File: src/rtl/vga_pkg.sv
// Shared types for the VGA framebuffer write path.
//   CW_DEFAULT  : default coordinate width (matches vga X/Y)
//   pix_t       : 3-bit RGB pixel
//   coord_t     : screen coordinate at the default width
//   arb_state_t : write-arbiter sequencer states
package vga_pkg;
  localparam int CW_DEFAULT = 10;

  typedef logic [2:0]            pix_t;
  typedef logic [CW_DEFAULT-1:0] coord_t;

  typedef enum logic [1:0] {IDLE, CLEAR, DONE} arb_state_t;
endpackage

File: src/rtl/vga_fb_write_arbiter_rr_arbiter.sv
// Combinational round-robin arbiter.
//   req     : request vector
//   ptr     : highest-priority index (must be < N)
//   en      : grant enable; no grant when low
//   gnt     : one-hot grant
//   gnt_idx : index of the granted requester (0 when nothing granted)
module rr_arbiter #(
  parameter  int N  = 3,
  localparam int IW = (N > 1) ? $clog2(N) : 1
) (
  input  logic [N-1:0]  req,
  input  logic [IW-1:0] ptr,
  input  logic          en,
  output logic [N-1:0]  gnt,
  output logic [IW-1:0] gnt_idx
);

  logic found;
  int   j;

  // Walk the N positions starting at ptr, wrapping; first requester wins.
  always_comb begin
    gnt     = '0;
    gnt_idx = '0;
    found   = 1'b0;
    j       = 0;
    for (int k = 0; k < N; k++) begin
      j = int'(ptr) + k;
      if (j >= N) j = j - N;
      if (en && !found && req[j]) begin
        gnt[j]  = 1'b1;
        gnt_idx = IW'(j);
        found   = 1'b1;
      end
    end
  end

endmodule

File: src/rtl/vga_fb_write_arbiter.sv
// Framebuffer write-port arbiter: shares the single vga write port between
// NUM_REQ pixel writers and a clear sequencer that fills the active area.
//   clk, srst         : clock, async active-high reset
//   width, height     : active area in pixels
//   no_tear, visible  : stall all writes while no_tear & visible
//   clear_start       : one-cycle pulse starting a clear with clear_color
//   clear_busy        : high while a clear is in progress
//   req_valid/x/y/pixel, req_ready : per-requester valid/ready write ports
//   X, Y, pixel, wr_en: registered write to vga
//   drop_cnt          : saturating count of out-of-range writes dropped
module vga_fb_write_arbiter
  import vga_pkg::*;
#(
  parameter int NUM_REQ = 3,
  parameter int CW      = CW_DEFAULT
) (
  input  logic                  clk,
  input  logic                  srst,
  input  logic [CW-1:0]         width,
  input  logic [CW-1:0]         height,
  input  logic                  no_tear,
  input  logic                  visible,
  input  logic                  clear_start,
  input  logic [2:0]            clear_color,
  output logic                  clear_busy,
  input  logic [NUM_REQ-1:0]    req_valid,
  input  logic [NUM_REQ*CW-1:0] req_x,
  input  logic [NUM_REQ*CW-1:0] req_y,
  input  logic [NUM_REQ*3-1:0]  req_pixel,
  output logic [NUM_REQ-1:0]    req_ready,
  output logic [CW-1:0]         X,
  output logic [CW-1:0]         Y,
  output logic [2:0]            pixel,
  output logic                  wr_en,
  output logic [7:0]            drop_cnt
);

  localparam int IW = (NUM_REQ > 1) ? $clog2(NUM_REQ) : 1;

  arb_state_t           state, state_nxt;
  logic [IW-1:0]        rr_ptr, gnt_idx;
  logic [NUM_REQ-1:0]   gnt;
  logic                 stall, arb_en, in_range;
  logic [CW-1:0]        cx, cy, cw, ch, cw_m1, ch_m1;
  pix_t                 col;
  logic [CW-1:0]        rx [NUM_REQ];
  logic [CW-1:0]        ry [NUM_REQ];
  pix_t                 rp [NUM_REQ];

  for (genvar i = 0; i < NUM_REQ; i++) begin : g_unpack
    assign rx[i] = req_x[i*CW +: CW];
    assign ry[i] = req_y[i*CW +: CW];
    assign rp[i] = req_pixel[i*3 +: 3];
  end

  assign stall  = no_tear & visible;
  // clear_start wins over any request presented in the same cycle.
  assign arb_en = (state == IDLE) & ~stall & ~clear_start;

  rr_arbiter #(.N(NUM_REQ)) u_rr (
    .req     (req_valid),
    .ptr     (rr_ptr),
    .en      (arb_en),
    .gnt     (gnt),
    .gnt_idx (gnt_idx)
  );

  assign req_ready = gnt;
  assign in_range  = (rx[gnt_idx] < width) && (ry[gnt_idx] < height);
  assign cw_m1     = cw - CW'(1);
  assign ch_m1     = ch - CW'(1);

  always_ff @(posedge clk or posedge srst) begin
    if (srst) state <= IDLE;
    else      state <= state_nxt;
  end

  always_comb begin
    state_nxt = state;
    case (state)
      IDLE: if (clear_start)
              state_nxt = (width == '0 || height == '0) ? DONE : CLEAR;
      CLEAR: if (!stall && cx == cw_m1 && cy == ch_m1) state_nxt = DONE;
      DONE:  state_nxt = IDLE;
      default: state_nxt = IDLE;
    endcase
  end

  // clear_busy is registered: it rises the cycle after clear_start and is
  // still high in DONE, so it covers the cycle the final fill pixel is on
  // the write port.
  always_ff @(posedge clk or posedge srst) begin
    if (srst) begin
      X          <= '0;
      Y          <= '0;
      pixel      <= '0;
      wr_en      <= 1'b0;
      clear_busy <= 1'b0;
      drop_cnt   <= '0;
      rr_ptr     <= '0;
      cx         <= '0;
      cy         <= '0;
      cw         <= '0;
      ch         <= '0;
      col        <= '0;
    end else begin
      wr_en <= 1'b0;
      case (state)
        IDLE: begin
          if (clear_start) begin
            cw         <= width;
            ch         <= height;
            col        <= clear_color;
            cx         <= '0;
            cy         <= '0;
            clear_busy <= 1'b1;
          end else if (|gnt) begin
            rr_ptr <= (gnt_idx == IW'(NUM_REQ-1)) ? '0 : gnt_idx + IW'(1);
            if (in_range) begin
              wr_en <= 1'b1;
              X     <= rx[gnt_idx];
              Y     <= ry[gnt_idx];
              pixel <= rp[gnt_idx];
            end else if (drop_cnt != 8'hFF) begin
              drop_cnt <= drop_cnt + 8'd1;
            end
          end
        end
        CLEAR: begin
          if (!stall) begin
            wr_en <= 1'b1;
            X     <= cx;
            Y     <= cy;
            pixel <= col;
            if (cx == cw_m1) begin
              cx <= '0;
              cy <= cy + CW'(1);
            end else begin
              cx <= cx + CW'(1);
            end
          end
        end
        DONE:    clear_busy <= 1'b0;
        default: ;
      endcase
    end
  end

endmodule

File: config.mk
export PLATFORM = sky130hd
export DESIGN_NAME = vga_fb_write_arbiter
export DESIGN_NICKNAME = d
export VERILOG_FILES = /design/src/rtl/vga_pkg.sv /design/src/rtl/vga_fb_write_arbiter_rr_arbiter.sv /design/src/rtl/vga_fb_write_arbiter.sv
export SDC_FILE = /design/constraint.sdc
export NUM_CORES = 1
export LEC_CHECK = 0
export CAP_MARGIN = 20
export CORE_MARGIN = 1.5
export CORE_UTILIZATION = 40
export DETAILED_ROUTE_END_ITERATION = 8
export PLACE_DENSITY = 0.66
export SYNTH_ARGS = -nofsm -noshare
export SYNTH_HDL_FRONTEND = slang
export SYNTH_SLANG_ARGS = --single-unit
File: constraint.sdc
create_clock -name clk -period 4.5 [get_ports clk]
set_input_delay 0.45 -clock clk [delete_from_list [all_inputs] [get_ports clk]]
set_output_delay 0.45 -clock clk [all_outputs]
set_load 0.05 [all_outputs]
# ---- Word level (Yosys, flattened, before mapping)
# Cells that the tools add are included.
dict set report op_classes {
  add_sub_neg 11
  order_cmp 12
  eq_ne 13
  muxes 69
  bitwise_logic 9
  reduce_logical 29
}
# operator n
set ops {}
lappend ops {{$mux 10} 17}
lappend ops {{$ge 32x1->1 const B} 3}
lappend ops {{$lt 32x4->1 const B} 3}
lappend ops {{$mux 32} 3}
lappend ops {{$pmux 10 s2} 4}
lappend ops {{$ge 32x3->1 const B} 2}
lappend ops {{$sub 32x3->32 const B} 2}
lappend ops {{$bmux 10 s2} 2}
lappend ops {{$mux 3} 9}
lappend ops {{$add 10x1->10 const B} 2}
lappend ops {{$eq 10x10->1} 2}
lappend ops {{$logic_not 10->1} 2}
lappend ops {{$lt 10x10->1} 2}
lappend ops {{$sub 10x1->10 const B} 2}
lappend ops {{$mux 1} 16}
lappend ops {{$mux 2} 7}
lappend ops {{$ne 2x2->1 const B} 6}
lappend ops {{$logic_and 1x1->1} 11}
lappend ops {{$reduce_and 5->1} 2}
lappend ops {{$add 8x1->8 const B} 1}
lappend ops {{$ne 8x8->1 const B} 1}
lappend ops {{$bmux 1 s2} 3}
lappend ops {{$bmux 3 s2} 1}
lappend ops {{$demux 1 s2} 3}
lappend ops {{24 further kinds} 37}
dict set report word_totals {
  regBits 80
  output_inout_bits 36
}

# ---- Longest topological paths before layout
dict set report depth {
  depth_word 25
  depth_mapped 19
}

# ---- Hierarchy
# From an unflattened synthesis, not the netlist that was laid out.
dict set report unflattened {
  cells_unflattened 639
  area_unflattened_um2 5564.1
}
# mod instances cells_per_inst area_each_um2 seq_area_each_um2
set by_module_without_submodules {}
lappend by_module_without_submodules {vga_fb_write_arbiter 1 602 5295.1 2001.9}
lappend by_module_without_submodules {rr_arbiter 1 37 269.0 0.0}

# ---- Worst setup path after synthesis
# No wires, ideal clock.
dict set report synth_timing {
  kind {reg2reg}
  startpoint {register rr_ptr[1]}
  endpoint {register X[1]}
  setup_time_ns 0.148
  arrival_ns 3.922
  required_ns 4.352
  slack_ns 0.431
  path_stages_with_launch 20
  period_less_slack_ns 4.069
  cell_sequence {dfrtp_1 > inv_1 > ha_1 > buf_2 > mux2_2 > a221oi_2 > a211oi_1 > buf_6 > buf_6 > mux2i_1 > o21ai_0 > ha_1 > a21oi_1 > nand2_1 > a222oi_1 > o211ai_1 > a211o_1 > o21ai_1 > buf_2 > a22oi_1}
}
dict set report synth_via {
  elab_chain_cells 23
}
# item line_no
set synth_rtl {}
lappend synth_rtl {{start: declaration} vga_fb_write_arbiter.sv:41} ;# logic [IW-1:0] rr_ptr, gnt_idx;
lappend synth_rtl {{start signal: assignment} vga_fb_write_arbiter.sv:118} ;# rr_ptr <= (gnt_idx == IW'(NUM_REQ-1)) ? '0 : gnt_idx + IW'(1);
lappend synth_rtl {{branches (longest 23 deep; another with $sub 32x3->32)} --}
lappend synth_rtl {{end signal: assignment} vga_fb_write_arbiter.sv:121} ;# X <= rx[gnt_idx];
lappend synth_rtl {{end: declaration} vga_fb_write_arbiter.sv:31} ;# output logic [CW-1:0] X,
# Parallel ways; which one is timed is not known. The select of a mux whose other input is x is not followed.
# A chain may end at the register's enable or synchronous reset.

# ---- Worst setup path after layout
dict set report layout_timing {
  startpoint {input port no_tear}
  endpoint {register Y[9]}
}
dict set report layout_via {
  elab_chain_cells 22
}
# item line_no
set layout_rtl {}
lappend layout_rtl {{start: declaration} vga_fb_write_arbiter.sv:21} ;# input logic no_tear,
lappend layout_rtl {{$and 1x1->1 (*)} vga_fb_write_arbiter.sv:56} ;# assign stall = no_tear & visible;
lappend layout_rtl {{$not 1->1} vga_fb_write_arbiter.sv:58} ;# assign arb_en = (state == IDLE) & ~stall & ~clear_start;
lappend layout_rtl {{$and 1x1->1 (2 in a row)} vga_fb_write_arbiter.sv:58}
lappend layout_rtl {{$logic_and 1x1->1} vga_fb_write_arbiter_rr_arbiter.sv:30} ;# if (en && !found && req[j]) begin
lappend layout_rtl {{$mux 1} vga_fb_write_arbiter_rr_arbiter.sv:30}
lappend layout_rtl {{$logic_not 1->1} vga_fb_write_arbiter_rr_arbiter.sv:30}
lappend layout_rtl {{$logic_and 1x1->1 (2 in a row)} vga_fb_write_arbiter_rr_arbiter.sv:30}
lappend layout_rtl {{$mux 1} vga_fb_write_arbiter_rr_arbiter.sv:30}
lappend layout_rtl {{(+3 left out)} --}
lappend layout_rtl {{$mux 2} vga_fb_write_arbiter_rr_arbiter.sv:30}
lappend layout_rtl {{$not 2->3 (not written as such)} {vga_fb_write_arbiter.sv:69, vga_fb_write_arbiter.sv:122}}
lappend layout_rtl {{$bmux 10 s2, on equally long branches} {vga_fb_write_arbiter.sv:69, vga_fb_write_arbiter.sv:122}}
lappend layout_rtl {{$mux 10, on equally long branches (2 in a row)} {vga_fb_write_arbiter.sv:69, vga_fb_write_arbiter.sv:122}}
lappend layout_rtl {{$lt 10x10->1 or $mux 10 (tied branches)} {vga_fb_write_arbiter.sv:69, vga_fb_write_arbiter.sv:119}}
lappend layout_rtl {{$logic_and 1x1->1 or $mux 10 (tied branches)} {vga_fb_write_arbiter.sv:69, vga_fb_write_arbiter.sv:117}}
lappend layout_rtl {{$ne 2x2->1 (no line) or $mux 10 (tied branches)} --}
lappend layout_rtl {{$reduce_and 5->1 (no line) or $pmux 10 s2 (tied branches)} --}
lappend layout_rtl {{end signal: assignment} vga_fb_write_arbiter.sv:122} ;# Y <= ry[gnt_idx];
lappend layout_rtl {{end signal: assignment} vga_fb_write_arbiter.sv:133} ;# Y <= cy;
lappend layout_rtl {{end: declaration} vga_fb_write_arbiter.sv:32} ;# output logic [CW-1:0] Y,
# Mark *: on every way between the ends. The rest lies on a longest branch, timed or not. The select of a mux whose other input is x is not followed.

==> impl_metrics.env <==
export IMPL_status="finished clean"
export IMPL_vias=5837
export IMPL_grt_max_degree=46
export IMPL_synth_cell_types=60
export IMPL_fmax_mhz=234
export IMPL_yosysTopAreaCellShare_pct=34.7
export IMPL_initial_core_util_pct=41.3
export IMPL_cp_buffers_inverters=6
export IMPL_fp_row_count=43
export IMPL_worst_hold_path_type="reg -> reg"
export IMPL_finalHoldViolations=0
export IMPL_area_growth_pct=37.5
export IMPL_drv_slew=0
export IMPL_hold_path_end="col[0]$_DFFE_PP0P_"
export IMPL_rrSetupSlack_ns=0.23
export IMPL_crit_required_ns=4.75
export IMPL_slowest_delay_ns=0.43
export IMPL_most_common_layout_cells="clkdlybuf4s50_1 (135), dfrtp_1 (80), nand2_1 (72)"
export IMPL_syn_area_mm2=0.00577
export IMPL_insertion_delay_ns=0.35
export IMPL_synth_edff_count=0
export IMPL_syn_nets=804
export IMPL_cts_buffers=9
export IMPL_tightest_slew_ns=1.03
export IMPL_leakage_nw=3.25
export IMPL_postCtsSetupBuffers=0
export IMPL_cts_sinks=80
export IMPL_yosysWarnings=0
export IMPL_via_per_inst=5.79
export IMPL_startpoint_type="input port"
export IMPL_grt_overflow=0
export IMPL_nNetsFinal=950
export IMPL_post_dp_hpwl_mm=14.4
export IMPL_dp_cells=989
export IMPL_placement_io_buffers=135
export IMPL_cts_root_buf="clkbuf_16"
export IMPL_wire_per_inst_um=18.8
export IMPL_critical_path_class="in -> reg"
export IMPL_drtPass1Iterations=5
export IMPL_wirelength_mm=19.0
export IMPL_dieArea_mm2=0.0152
export IMPL_layout_min_cycle_time_ns=4.28
export IMPL_fin_crit_sh_pct=95.2
export IMPL_path_delay_family="compound AO/OA/AOI/OAI gates"
export IMPL_antenna_cells=0
export IMPL_drcViolationCount=0
export IMPL_rr_startpoint="rr_ptr[0]$_DFFE_PP0P_"
export IMPL_layoutNonFillerInstCount=1008
export IMPL_cp_slowest_cell="clkdlybuf4s50_1"
export IMPL_power_density_mw_per_mm2=656
export IMPL_hold_path_depth=2
export IMPL_final_common_cell="clkdlybuf4s50_1"
export IMPL_gp_congestion=0.901
export IMPL_maxSlewHeadroom_pct=31.2
export IMPL_reg2regPathDepth=17
export IMPL_drive_gt1_share_pct=9.90
export IMPL_ys_flop_type="dfrtp_1"
export IMPL_fillers=1276
export IMPL_fin_util_pct=56.7
export IMPL_drt_initial_drc_count=496
export IMPL_rr_endpoint="Y[9]$_DFFE_PP0P_"
export IMPL_clockBufferDepth=2
export IMPL_grt_pass1_vias=5551
export IMPL_cts_htree_levels=3
export IMPL_crit_top_cell="buf_4"
export IMPL_crit_path_end_kind="flop"
export IMPL_ir_worst_vdd_uv=378
export IMPL_drv_cap=0
export IMPL_ant_nets=0
export IMPL_die_width_um=123
export IMPL_cp_max_fo=16
export IMPL_syn_avg_cell_area_um2=8.53
export IMPL_finalSetupViolations=0
export IMPL_fin_skew_ns=0.00723
export IMPL_core_area_mm2=0.0140
export IMPL_synth_seq_area_share_pct=34.7
export IMPL_async_flop_share_pct=100
export IMPL_synth_area_leaders="dfrtp_1 (35%), ha_1 (5.9%), nand2_1 (4.7%)"
export IMPL_design_portCount=136
export IMPL_final_area_mm2=0.00794
export IMPL_tritoncts="done"
export IMPL_ys_ff_latch=80
export IMPL_syn_inst=677
export IMPL_grt_pass1_wl_mm=29.2
export IMPL_die_h_um=123
export IMPL_grt_usage_pct=25.2
export IMPL_cp_arrival_ns=4.53
export IMPL_synth_top_cell_by_area="dfrtp_1"
export IMPL_rsz0062_at_grt="false"
export IMPL_antenna_found_initial=0
export IMPL_cts_reportedPaths_clkPinSlew_ns=0.06
export IMPL_placed_area_mm2=0.00749
export IMPL_crit_chain="clkdlybuf4s50_1 -> a2111oi_2 -> buf_4 -> inv_2 -> a211oi_4 -> buf_6 -> mux2i_1 -> o21ai_1 -> ha_1 -> a21oi_1 -> nand2_1 -> a222oi_1 -> o211ai_1 -> buf_4 -> a211oi_4 -> nand3_1 -> buf_4 -> a22oi_1"
export IMPL_hold_start="col[0]$_DFFE_PP0P_"
[logic make-up (layout without fill, tap and decap cells)]
kind of cell,after synthesis,in the layout,share of synthesized area [%]
muxes,30,30,5.31
and+or+nand+nor,236,236,20.8
AOI/OAI and AO/OA,191,191,22.4
DFF,80,80,34.7
adders and majority gates,27,27,5.85
buffers and inverters,79,230,5.83
xor gates and xnor gates,34,34,5.16
[Yosys cell counts, types with 6 or more instances]
cell type	n
mux2i_1	25
nand2_1	72
xor2_1	12
and3_1	6
a22oi_1	21
nand3_1	16
a2111oi_0	19
a221oi_1	6
buf_2	11
a31oi_1	8
xnor2_1	22
nor4_1	11
nor2b_1	8
o21ai_0	54
clkbuf_1	23
nor2_1	43
o31ai_1	9
inv_1	40
or3_1	8
nor3_1	14
a21oi_1	33
dfrtp_1	80
nand4_1	11
and2_1	19
a211oi_1	10
ha_1	27
nand2b_1	10
[flip-flops by register name, summed over array words and instances, names as in the netlist]
register / count
X: 10
rr_ptr: 2
cw: 10
pixel: 3
cx: 10
state: 2
Y: 10
drop_cnt: 8
cy: 10
col: 3
ch: 10
clear_busy: 1
wr_en: 1
[worst register-to-register path, cell delays in order (launching register included)]
cell and delay, ns:
dfrtp_1 0.43, inv_1 0.11, ha_2 0.34, nand4b_1 0.28, a211oi_4 0.36, buf_6 0.25, mux2i_1 0.35, o21ai_1 0.12
ha_1 0.33, a21oi_1 0.15, nand2_1 0.07, a222oi_1 0.29, o211ai_1 0.19, buf_4 0.18, a211oi_4 0.17, nand3_1 0.13
buf_4 0.21, a22oi_1 0.21
[stage by stage]
stage	setup TNS [ns]	hold WS (ns)	total power, mW	setup slack (ns)
2_1_floorplan	0	0.446	3.21	0.431
3_3_place_gp	-0.155	0.464	4.10	-0.0564
3_5_place_dp	-2.81	0.467	4.18	-0.136
4_1_cts	0	0.482	5.12	0.0610
5_1_grt	0	0.498	5.51	0.00349
6_report	0	0.484	5.21	0.218
[what timing repair did]
item	4_1_cts	5_1_grt
gates resized for setup	0	15
hold buffers	0	0
setup endpoints to repair	0	31
[worst max-delay path by stage]
stage | slack (ns) | start | end | cells past startpoint
floorplan | 0.43 | rr_ptr[1]$_DFFE_PP0P_ | X[1]$_DFFE_PP0P_ | 19
global placement | -0.06 | no_tear | drop_cnt[1]$_DFFE_PP0P_ | 16
detailed placement | -0.14 | no_tear | drop_cnt[3]$_DFFE_PP0P_ | 17
CTS | 0.06 | rr_ptr[1]$_DFFE_PP0P_ | Y[9]$_DFFE_PP0P_ | 20
global route | 0.003 | rr_ptr[1]$_DFFE_PP0P_ | X[7]$_DFFE_PP0P_ | 18
finish | 0.22 | no_tear | Y[9]$_DFFE_PP0P_ | 18
[where the power goes]
part,total [mW],switching (mW),internal [mW]
clock,0.925,0.312,0.614
combinational,2.97,1.82,1.15
sequential,1.31,0.318,0.996
[per-layer routing]
metal,GRT usage [%],up-vias,share of wire [%]
li1,-,2767,-
met1,34.8,2830,45
met2,40.8,216,47
met3,4.34,24,6.6
met4,6.54,0,1.6
met5,0,-,0
[layout make-up]
class | instances | area [um2] | share of cell area, %
Clock inverter | 5 | 128 | 1.61
Inverter | 41 | 154 | 1.94
Sequential cell | 80 | 2000 | 25.2
Timing Repair Buffer | 173 | 1690 | 21.2
Tap cell | 180 | 225 | 2.84
Multi-Input combinational cell | 518 | 3500 | 44.1
Clock buffer | 11 | 243 | 3.06
(Power assumes the default switching activity.)
